--- config.mk ---
export PLATFORM = sky130hd
export DESIGN_NAME = sub_serial_flat
export DESIGN_NICKNAME = d
export VERILOG_FILES = /design/src/rtl/sub_serial_if.sv /design/src/rtl/sub_serial.sv /design/src/flat_wrapper.sv
export SDC_FILE = /design/constraint.sdc
export NUM_CORES = 1
export LEC_CHECK = 0
export ABC_AREA = 0
export BUFFER_PORTS_ARGS = -buffer_cell sky130_fd_sc_hd__buf_4
export CORE_MARGIN = 2
export CORE_UTILIZATION = 60
export DETAILED_ROUTE_END_ITERATION = 8
export PLACE_DENSITY = 0.94
export SETUP_SLACK_MARGIN = 0.4
export SLEW_MARGIN = 20
export SYNTH_ARGS = -nofsm -noshare
export SYNTH_HDL_FRONTEND = slang
export SYNTH_SLANG_ARGS = --single-unit
--- constraint.sdc ---
create_clock -name clk -period 4.81 [get_ports clk]
set_input_delay 0.7215 -clock clk [delete_from_list [all_inputs] [get_ports clk]]
set_output_delay 0.7215 -clock clk [all_outputs]
set_load 0.02 [all_outputs]
--- src/rtl/sub_serial_if.sv ---
// Operand/result bundle for the digit-serial subtractor.
// The master drives the request; the slave returns status and result.
interface sub_serial_if #(
  parameter int WIDTH = 16
);
  logic             start;
  logic [WIDTH-1:0] a;
  logic [WIDTH-1:0] b;
  logic             busy;
  logic             done;
  logic [WIDTH-1:0] diff;
  logic             borrow;
  logic             zero;
  logic             neg;
  logic             ovf;

  modport master (
    output start, a, b,
    input  busy, done, diff, borrow, zero, neg, ovf
  );

  modport slave (
    input  start, a, b,
    output busy, done, diff, borrow, zero, neg, ovf
  );
endinterface

--- src/rtl/sub_serial.sv ---
// Digit-serial subtractor: diff = a - b, one DIGIT_W slice per clock, LSB first.
// Result and status flags only change on the final slice, so no partial value is ever visible.
module sub_serial #(
  parameter int WIDTH   = 16,
  parameter int DIGIT_W = 4
) (
  input  logic        clk,
  input  logic        rst,
  sub_serial_if.slave bus
);
  localparam int N     = WIDTH / DIGIT_W;
  localparam int CNT_W = (N > 1) ? $clog2(N) : 1;
  localparam int MSB   = WIDTH - 1;

  typedef enum logic [1:0] {IDLE, RUN, DONE} state_t;

  state_t             state_reg, state_next;
  logic [WIDTH-1:0]   a_reg, b_reg;
  logic [CNT_W-1:0]   cnt_reg;
  logic               brw_reg;
  logic [DIGIT_W-1:0] acc_reg [N];
  logic [DIGIT_W-1:0] a_dig [N];
  logic [DIGIT_W-1:0] b_dig [N];
  logic [DIGIT_W-1:0] a_cur, b_cur;
  logic [DIGIT_W:0]   slice;
  logic [WIDTH-1:0]   acc_full;
  logic               last;

  logic [WIDTH-1:0]   diff_reg;
  logic               borrow_reg, zero_reg, neg_reg, ovf_reg;

  genvar gi;
  generate
    for (gi = 0; gi < N; gi++) begin : g_dig
      assign a_dig[gi] = a_reg[gi*DIGIT_W +: DIGIT_W];
      assign b_dig[gi] = b_reg[gi*DIGIT_W +: DIGIT_W];
      // The slice being processed this cycle is spliced in so the final load sees all digits.
      assign acc_full[gi*DIGIT_W +: DIGIT_W] =
        (cnt_reg == CNT_W'(gi)) ? slice[DIGIT_W-1:0] : acc_reg[gi];
    end
    if (N == 1) begin : g_sel_one
      assign a_cur = a_dig[0];
      assign b_cur = b_dig[0];
    end else begin : g_sel_many
      assign a_cur = a_dig[cnt_reg];
      assign b_cur = b_dig[cnt_reg];
    end
  endgenerate

  assign slice = {1'b0, a_cur} - {1'b0, b_cur} - {{DIGIT_W{1'b0}}, brw_reg};
  assign last  = (cnt_reg == CNT_W'(N - 1));

  always_ff @(posedge clk or negedge rst) begin
    if (!rst) state_reg <= IDLE;
    else      state_reg <= state_next;
  end

  always_comb begin
    state_next = state_reg;
    case (state_reg)
      IDLE:    if (bus.start) state_next = RUN;
      RUN:     if (last)      state_next = DONE;
      DONE:    state_next = IDLE;
      default: state_next = IDLE;
    endcase
  end

  always_ff @(posedge clk or negedge rst) begin
    if (!rst) begin
      a_reg      <= '0;
      b_reg      <= '0;
      cnt_reg    <= '0;
      brw_reg    <= 1'b0;
      diff_reg   <= '0;
      borrow_reg <= 1'b0;
      zero_reg   <= 1'b0;
      neg_reg    <= 1'b0;
      ovf_reg    <= 1'b0;
      for (int i = 0; i < N; i++) acc_reg[i] <= '0;
    end else begin
      case (state_reg)
        IDLE: begin
          if (bus.start) begin
            a_reg   <= bus.a;
            b_reg   <= bus.b;
            cnt_reg <= '0;
            brw_reg <= 1'b0;
          end
        end
        RUN: begin
          for (int i = 0; i < N; i++)
            if (cnt_reg == CNT_W'(i)) acc_reg[i] <= slice[DIGIT_W-1:0];
          brw_reg <= slice[DIGIT_W];
          cnt_reg <= cnt_reg + 1'b1;
          if (last) begin
            diff_reg   <= acc_full;
            borrow_reg <= slice[DIGIT_W];
            zero_reg   <= (acc_full == '0);
            neg_reg    <= acc_full[MSB];
            ovf_reg    <= (a_reg[MSB] ^ b_reg[MSB]) & (acc_full[MSB] ^ a_reg[MSB]);
          end
        end
        default: ;
      endcase
    end
  end

  assign bus.busy   = (state_reg == RUN);
  assign bus.done   = (state_reg == DONE);
  assign bus.diff   = diff_reg;
  assign bus.borrow = borrow_reg;
  assign bus.zero   = zero_reg;
  assign bus.neg    = neg_reg;
  assign bus.ovf    = ovf_reg;
endmodule

--- src/flat_wrapper.sv ---
// flat-port wrapper written by rule: the top's interface ports become plain ports
module sub_serial_flat 
#(
  parameter int WIDTH   = 16,
  parameter int DIGIT_W = 4
)
  (clk, rst, bus_start, bus_a, bus_b, bus_busy, bus_done, bus_diff, bus_borrow, bus_zero, bus_neg, bus_ovf);
  sub_serial_if #(.WIDTH(WIDTH)) bus_i ();
  input  logic clk;
  input  logic rst;
  input wire logic [$bits(bus_i.start)-1:0] bus_start;
  input wire logic [$bits(bus_i.a)-1:0] bus_a;
  input wire logic [$bits(bus_i.b)-1:0] bus_b;
  output wire logic [$bits(bus_i.busy)-1:0] bus_busy;
  output wire logic [$bits(bus_i.done)-1:0] bus_done;
  output wire logic [$bits(bus_i.diff)-1:0] bus_diff;
  output wire logic [$bits(bus_i.borrow)-1:0] bus_borrow;
  output wire logic [$bits(bus_i.zero)-1:0] bus_zero;
  output wire logic [$bits(bus_i.neg)-1:0] bus_neg;
  output wire logic [$bits(bus_i.ovf)-1:0] bus_ovf;
  assign bus_i.start = bus_start;
  assign bus_i.a = bus_a;
  assign bus_i.b = bus_b;
  assign bus_busy = bus_i.busy;
  assign bus_done = bus_i.done;
  assign bus_diff = bus_i.diff;
  assign bus_borrow = bus_i.borrow;
  assign bus_zero = bus_i.zero;
  assign bus_neg = bus_i.neg;
  assign bus_ovf = bus_i.ovf;
  sub_serial #(.WIDTH(WIDTH), .DIGIT_W(DIGIT_W)) u_core (.clk(clk), .rst(rst), .bus(bus_i));
endmodule
==> metrics.yaml, run 1 <==
critPathLaunchType: "register"
grt_usage_pct: 24.6
yosysTopAreaCell: "dfrtp_1"
ant_nets: 0
drv_slew: 0
reg2reg_to: "u_core.bus.zero$_DFFE_PN0P_"
r2r.worst_path.cells: 8
antenna_found_initial: 0
start_util_pct: 62.9
finalHoldViolCount: 0
r2r_start: "u_core.cnt_reg[0]$_DFFE_PN0P_"
ctsResizeCount: 0
num_vias: 2252
drive_gt1_share_pct: 34.8
core_sq_mm: 0.00514
synth_edf_count: 0
setup_viol: 0
wl_per_cell_um: 16.8
maxSlewHeadroom_pct: 44.8
synth_nets: 313
die_y_um: 77.4
antennaDiodeCount: 0
drc: 0
grt_pass1_vias: 2286
areaGrowthSynthToFinish_pct: 20.0
clk_pin_slew_worst_paths_ns: 0.07
crit_required_ns: 5.10
ctsLongestPathBuffers: 2
cts_max_level: 3
ys_top_cells_by_area: "dfrtp_1 54%, mux2_2 11%, o21ai_0 5.0%"
io_pins: 57
critPathKind: "register to register"
cts_tree: "yes"
synth_most_common_cell: "dfrtp_1"
syn_avg_cell_area_sq_um: 12.1
finalCritPeriodShare_pct: 73.4
crit_fanout: 14
final_area_sq_mm: 0.00388
yosys.area.top_type_share_pct: 54.2
synthFlopType: "dfrtp_1"
ys_types: 37
fin_crit_ns: 3.53
worstMarginPinSlew_ns: 0.828
synth_cells: 268
critical_path.startpoint: "u_core.cnt_reg[0]$_DFFE_PN0P_"
ys_seq_elements: 70
crit_path_end: "u_core.bus.zero$_DFFE_PN0P_"
place.gp.congestion: 0.921
die_area_sq_mm: 0.00599
clock-sinks: 70
rsz0062_at_grt: "no"
max_freq_ghz: 0.283
post-cts-setup-buffer-count: 0
cts-root-buf: "clkbuf_8"
nFillCells: 368
yosys_warnings: 0
routed_wl_um: 6700
row_count: 26
multi_input_area_sq_mm: 0.00138
grt_first_pass_wirelength_um: 11000
finalSetupTns_ns: 0
synthArstFlopShare_pct: 100
regArea_sq_mm: 0.00175
hp-class: "input pin to asynchronous set/reset pin"
clkLatencyLatePin_ns: 0.35
grt_max_degree: 71
first_pass_iters: 4
final_nets: 368
regToRegSetupSlack_ns: 1.28
netlist_area_sq_mm: 0.00323
maxCapViolCount: 0
dp_hpwl_um: 4750
placed_area_sq_mm: 0.00369
cts_buffers: 9
vias_per_cell: 5.66
status: "finished clean"
ctsHoldBuffers: 0
skew_ns: 0.00789
yosysSeqAreaShare_pct: 54.2
cp_data_arrival_time_ns: 3.82
gr-total-overflow: 0
synthTopCellsByCount: "70 x dfrtp_1, 42 x nand2_1, 32 x mux2_2, 32 x o21ai_0, 14 x mux2i_1"
first_iter_violations: 170
end_kind: "register"
die_x_um: 77.4
port_buffers: 56
[metal layers]
layer / vias to the layer above / wire length, um / track usage [%]
met5: - / 0 / 0
met4: 0 / 229 / 14.8
met3: 19 / 344 / 4.19
met2: 82 / 3480 / 41.2
met1: 1103 / 2640 / 30.1
li1: 1048 / - / -
[critical path: stages, from the launching register on]
cell and delay [ns]:
dfrtp_1 0.80, mux4_2 0.61, fa_1 0.45, fa_1 0.48, xnor2_1 0.20, mux2i_1 0.28, nand4_1 0.14, nor4_1 0.32
a31o_1 0.18
[logic make-up after synthesis]
family                     Yosys count  share of synthesized area (%)
adders and majority gates           10                           4.34
muxes                               53                           20.4
xor gates and xnor gates             5                           1.36
DFF                                 70                           54.2
AOI/OAI and AO/OA                   44                           7.86
buffers and inverters               26                           3.29
and+or+nand+nor                     60                           8.56
[metrics by stage]
step | setup WS, ns | hold WS (ns) | util (%) | instances
CTS | 1.29 | 0.489 | 75.4 | 398
global route | 1.11 | 0.516 | 75.4 | 398
finish | 1.28 | 0.479 | 75.4 | 398
global placement | 1.52 | 0.462 | 71.9 | 382
floorplan | 1.75 | 0.426 | - | 268
detailed placement | 1.37 | 0.474 | 71.9 | 382
[worst min path at each step]
stage | start | end | slack, ns | cells after the start
after global placement | u_core.bus.diff[2]$_DFFE_PN0P_ | u_core.bus.diff[2]$_DFFE_PN0P_ | 0.46 | 2
after CTS | u_core.bus.diff[4]$_DFFE_PN0P_ | u_core.bus.diff[4]$_DFFE_PN0P_ | 0.49 | 2
final | rst | u_core.acc_reg[13]$_DFFE_PN0P_ | 0.48 | 1
after floorplan | rst | u_core.a_reg[0]$_DFFE_PN0P_ | 0.43 | 0
after global routing | u_core.bus.diff[4]$_DFFE_PN0P_ | u_core.bus.diff[4]$_DFFE_PN0P_ | 0.52 | 2
after detailed placement | u_core.bus.diff[4]$_DFFE_PN0P_ | u_core.bus.diff[4]$_DFFE_PN0P_ | 0.47 | 2
[cell type report]
class	instances	area share [%]
flip-flops and latches	70	45.2
multi-input cells	172	35.6
repair buffers	57	11.0
clock buffers	12	3.49
well taps	70	2.26
inverters	13	1.26
clock inverters	4	1.23
[placed cells by master, fill, tap and decap left out, types with 2 or more instances in the layout]
| master | count |
|---|---|
| nor4_1 | 2 |
| xnor2_1 | 3 |
| fa_1 | 2 |
| nor2_1 | 2 |
| nand2b_1 | 3 |
| a31oi_1 | 2 |
| nor3_1 | 2 |
| dfrtp_1 | 70 |
| o21ai_0 | 32 |
| nor4b_1 | 2 |
| mux2_2 | 32 |
| nand2_1 | 42 |
| xor2_1 | 2 |
| nor2b_1 | 2 |
| clkbuf_8 | 9 |
| clkinv_2 | 2 |
| clkbuf_1 | 3 |
| o21bai_1 | 2 |
| mux2i_1 | 14 |
| buf_4 | 57 |
| inv_1 | 12 |
| mux4_2 | 7 |
| ha_1 | 8 |
Power of run 1 is not shown: default switching activity piles up to over one toggle a cycle in this logic, so the estimate is an artifact.
==> run 2, diff against run 1 <==
--- a/config.mk
+++ b/config.mk
@@ -8,9 +8,9 @@
 export ABC_AREA = 0
 export BUFFER_PORTS_ARGS = -buffer_cell sky130_fd_sc_hd__buf_4
 export CORE_MARGIN = 2
-export CORE_UTILIZATION = 60
+export CORE_UTILIZATION = 50
 export DETAILED_ROUTE_END_ITERATION = 8
-export PLACE_DENSITY = 0.94
+export PLACE_DENSITY = 0.84
 export SETUP_SLACK_MARGIN = 0.4
 export SLEW_MARGIN = 20
 export SYNTH_ARGS = -nofsm -noshare
==> constraint.sdc (replaced) <==
create_clock -name clk -period 3 [get_ports clk]
set_input_delay 0.45 -clock clk [delete_from_list [all_inputs] [get_ports clk]]
set_output_delay 0.45 -clock clk [all_outputs]
set_load 0.02 [all_outputs]
==> metrics.yaml, run 2 (same netlist as run 1, synthesis figures left out) <==
finalSetupTns_ns: 0  # unchanged
cts_max_level: 3  # unchanged
crit_required_ns: 3.28  # was 5.10 ns
clkLatencyLatePin_ns: 0.35  # about the same
max_freq_ghz: 0.371  # was 0.283 GHz
cts-root-buf: "clkbuf_8"  # unchanged
first_pass_iters: 4  # unchanged
fin_crit_ns: 2.69  # was 3.53 ns
status: "finished clean"  # unchanged
critical_path.startpoint: "u_core.cnt_reg[0]$_DFFE_PN0P_"  # unchanged
final_nets: 380  # was 368
cp_data_arrival_time_ns: 2.98  # was 3.82 ns
ant_nets: 0  # unchanged
grt_usage_pct: 20.5  # was 24.6%
clock-sinks: 70  # unchanged
clk_pin_slew_worst_paths_ns: 0.08  # was 0.07 ns
grt_pass1_vias: 2377  # was 2,286
start_util_pct: 51.2  # was 62.9%
end_kind: "register"  # unchanged
die_y_um: 84.4  # was 77.4 um
reg2reg_to: "u_core.bus.zero$_DFFE_PN0P_"  # unchanged
ctsHoldBuffers: 0  # unchanged
nFillCells: 495  # was 368
crit_fanout: 4  # was 14
layout_common_cells: "69 x dfrtp_1, 67 x buf_4, 41 x nand2_1"  # was 70 x dfrtp_1, 57 x buf_4, 42 x nand2_1
multi_input_area_sq_mm: 0.00148  # was 0.00138 sq mm
routed_wl_um: 6860  # was 6700 um
r2r.worst_path.cells: 8  # unchanged
num_vias: 2251  # was 2,252
place.gp.congestion: 0.823  # was 0.921
grt_max_degree: 71  # unchanged
rsz0062_at_grt: "yes"  # was no
drive_gt1_share_pct: 42.9  # was 34.8%
r2r_start: "u_core.cnt_reg[0]$_DFFE_PN0P_"  # unchanged
critPathKind: "register to register"  # unchanged
ctsLongestPathBuffers: 2  # unchanged
die_area_sq_mm: 0.00712  # was 0.00599 sq mm
io_pins: 57  # unchanged
port_buffers: 56  # unchanged
drc: 0  # unchanged
first_iter_violations: 98  # was 170
row_count: 29  # was 26
finalCritPeriodShare_pct: 89.8  # was 73.4%
dp_hpwl_um: 4880  # was 4750 um
vias_per_cell: 5.40  # was 5.66
maxSlewHeadroom_pct: 43.1  # was 44.8%
regArea_sq_mm: 0.00175  # about the same
wl_per_cell_um: 16.4  # was 16.8 um
antenna_found_initial: 0  # unchanged
skew_ns: 0.0131  # was 0.00789 ns
antennaDiodeCount: 0  # unchanged
cts_tree: "yes"  # unchanged
worstMarginPinSlew_ns: 0.854  # was 0.828 ns
gr-total-overflow: 0  # unchanged
setup_viol: 0  # unchanged
critPathLaunchType: "register"  # unchanged
regToRegSetupSlack_ns: 0.31  # was 1.28 ns
finalHoldViolCount: 0  # unchanged
core_sq_mm: 0.00631  # was 0.00514 sq mm
cts_buffers: 9  # unchanged
mostFrequentLayoutCell: "dfrtp_1"  # unchanged
maxCapViolCount: 0  # unchanged
grt_first_pass_wirelength_um: 11400  # was 11,000 um
hp-class: "input pin to asynchronous set/reset pin"  # unchanged
drv_slew: 0  # unchanged
areaGrowthSynthToFinish_pct: 28.0  # was 20.0%
die_x_um: 84.4  # was 77.4 um
-- run 2: final cells by class --
type	count	share of cell area, %
inverter	13	1.18
multi-input combinational	172	35.8
timing repair buffer	69	12.9
tap	77	2.33
clock inverter	5	2.00
clock buffer	11	3.42
sequential	70	42.4
-- run 2: metal layers --
metal	part of all wire, %	GRT usage [%]
met1	43	26.4
met2	49	33.3
met3	6.2	6.29
met4	1.8	7.22
met5	0	0
-- run 2: worst max-delay path, stage by stage, from the launching register on --
cell and delay [ns]:
dfrtp_2 0.43, mux4_2 0.54, fa_2 0.39, fa_2 0.39
xnor2_1 0.16, mux2i_1 0.20, nand4_1 0.15, nor4_2 0.20
a31o_1 0.18
-- run 2: how the worst max path moves through the flow --
stage	to	slack, ns	depth (start not counted)
2_1_floorplan	u_core.bus.ovf$_DFFE_PN0P_	0.28	10
3_3_place_gp	u_core.bus.zero$_DFFE_PN0P_	0.27	10
3_5_place_dp	u_core.bus.ovf$_DFFE_PN0P_	0.20	9
4_1_cts	u_core.bus.zero$_DFFE_PN0P_	0.38	8
5_1_grt	u_core.bus.zero$_DFFE_PN0P_	0.21	8
6_report	u_core.bus.zero$_DFFE_PN0P_	0.31	8
-- run 2: timing repair --
| action | CTS | global route |
|---|---|---|
| pin swaps | 8 | 2 |
| endpoints found under the setup margin | 9 | 9 |
| gates resized for setup | 16 | 7 |
| setup buffers | 5 | 0 |
-- run 2: through the flow --
stage / setup WS [ns] / std cells / utilization, % / cell area (sq um) / hold slack, ns
after floorplan: 0.281 / 268 / - / 3240 / 0.154
final: 0.307 / 417 / 65.5 / 4140 / 0.220
after global routing: 0.208 / 417 / 65.5 / 4140 / 0.280
after detailed placement: 0.204 / 396 / 59.6 / 3760 / 0.472
after global placement: 0.274 / 396 / 59.6 / 3760 / 0.463
after CTS: 0.383 / 417 / 65.1 / 4110 / 0.237
Power of run 2 is left out for the same reason.
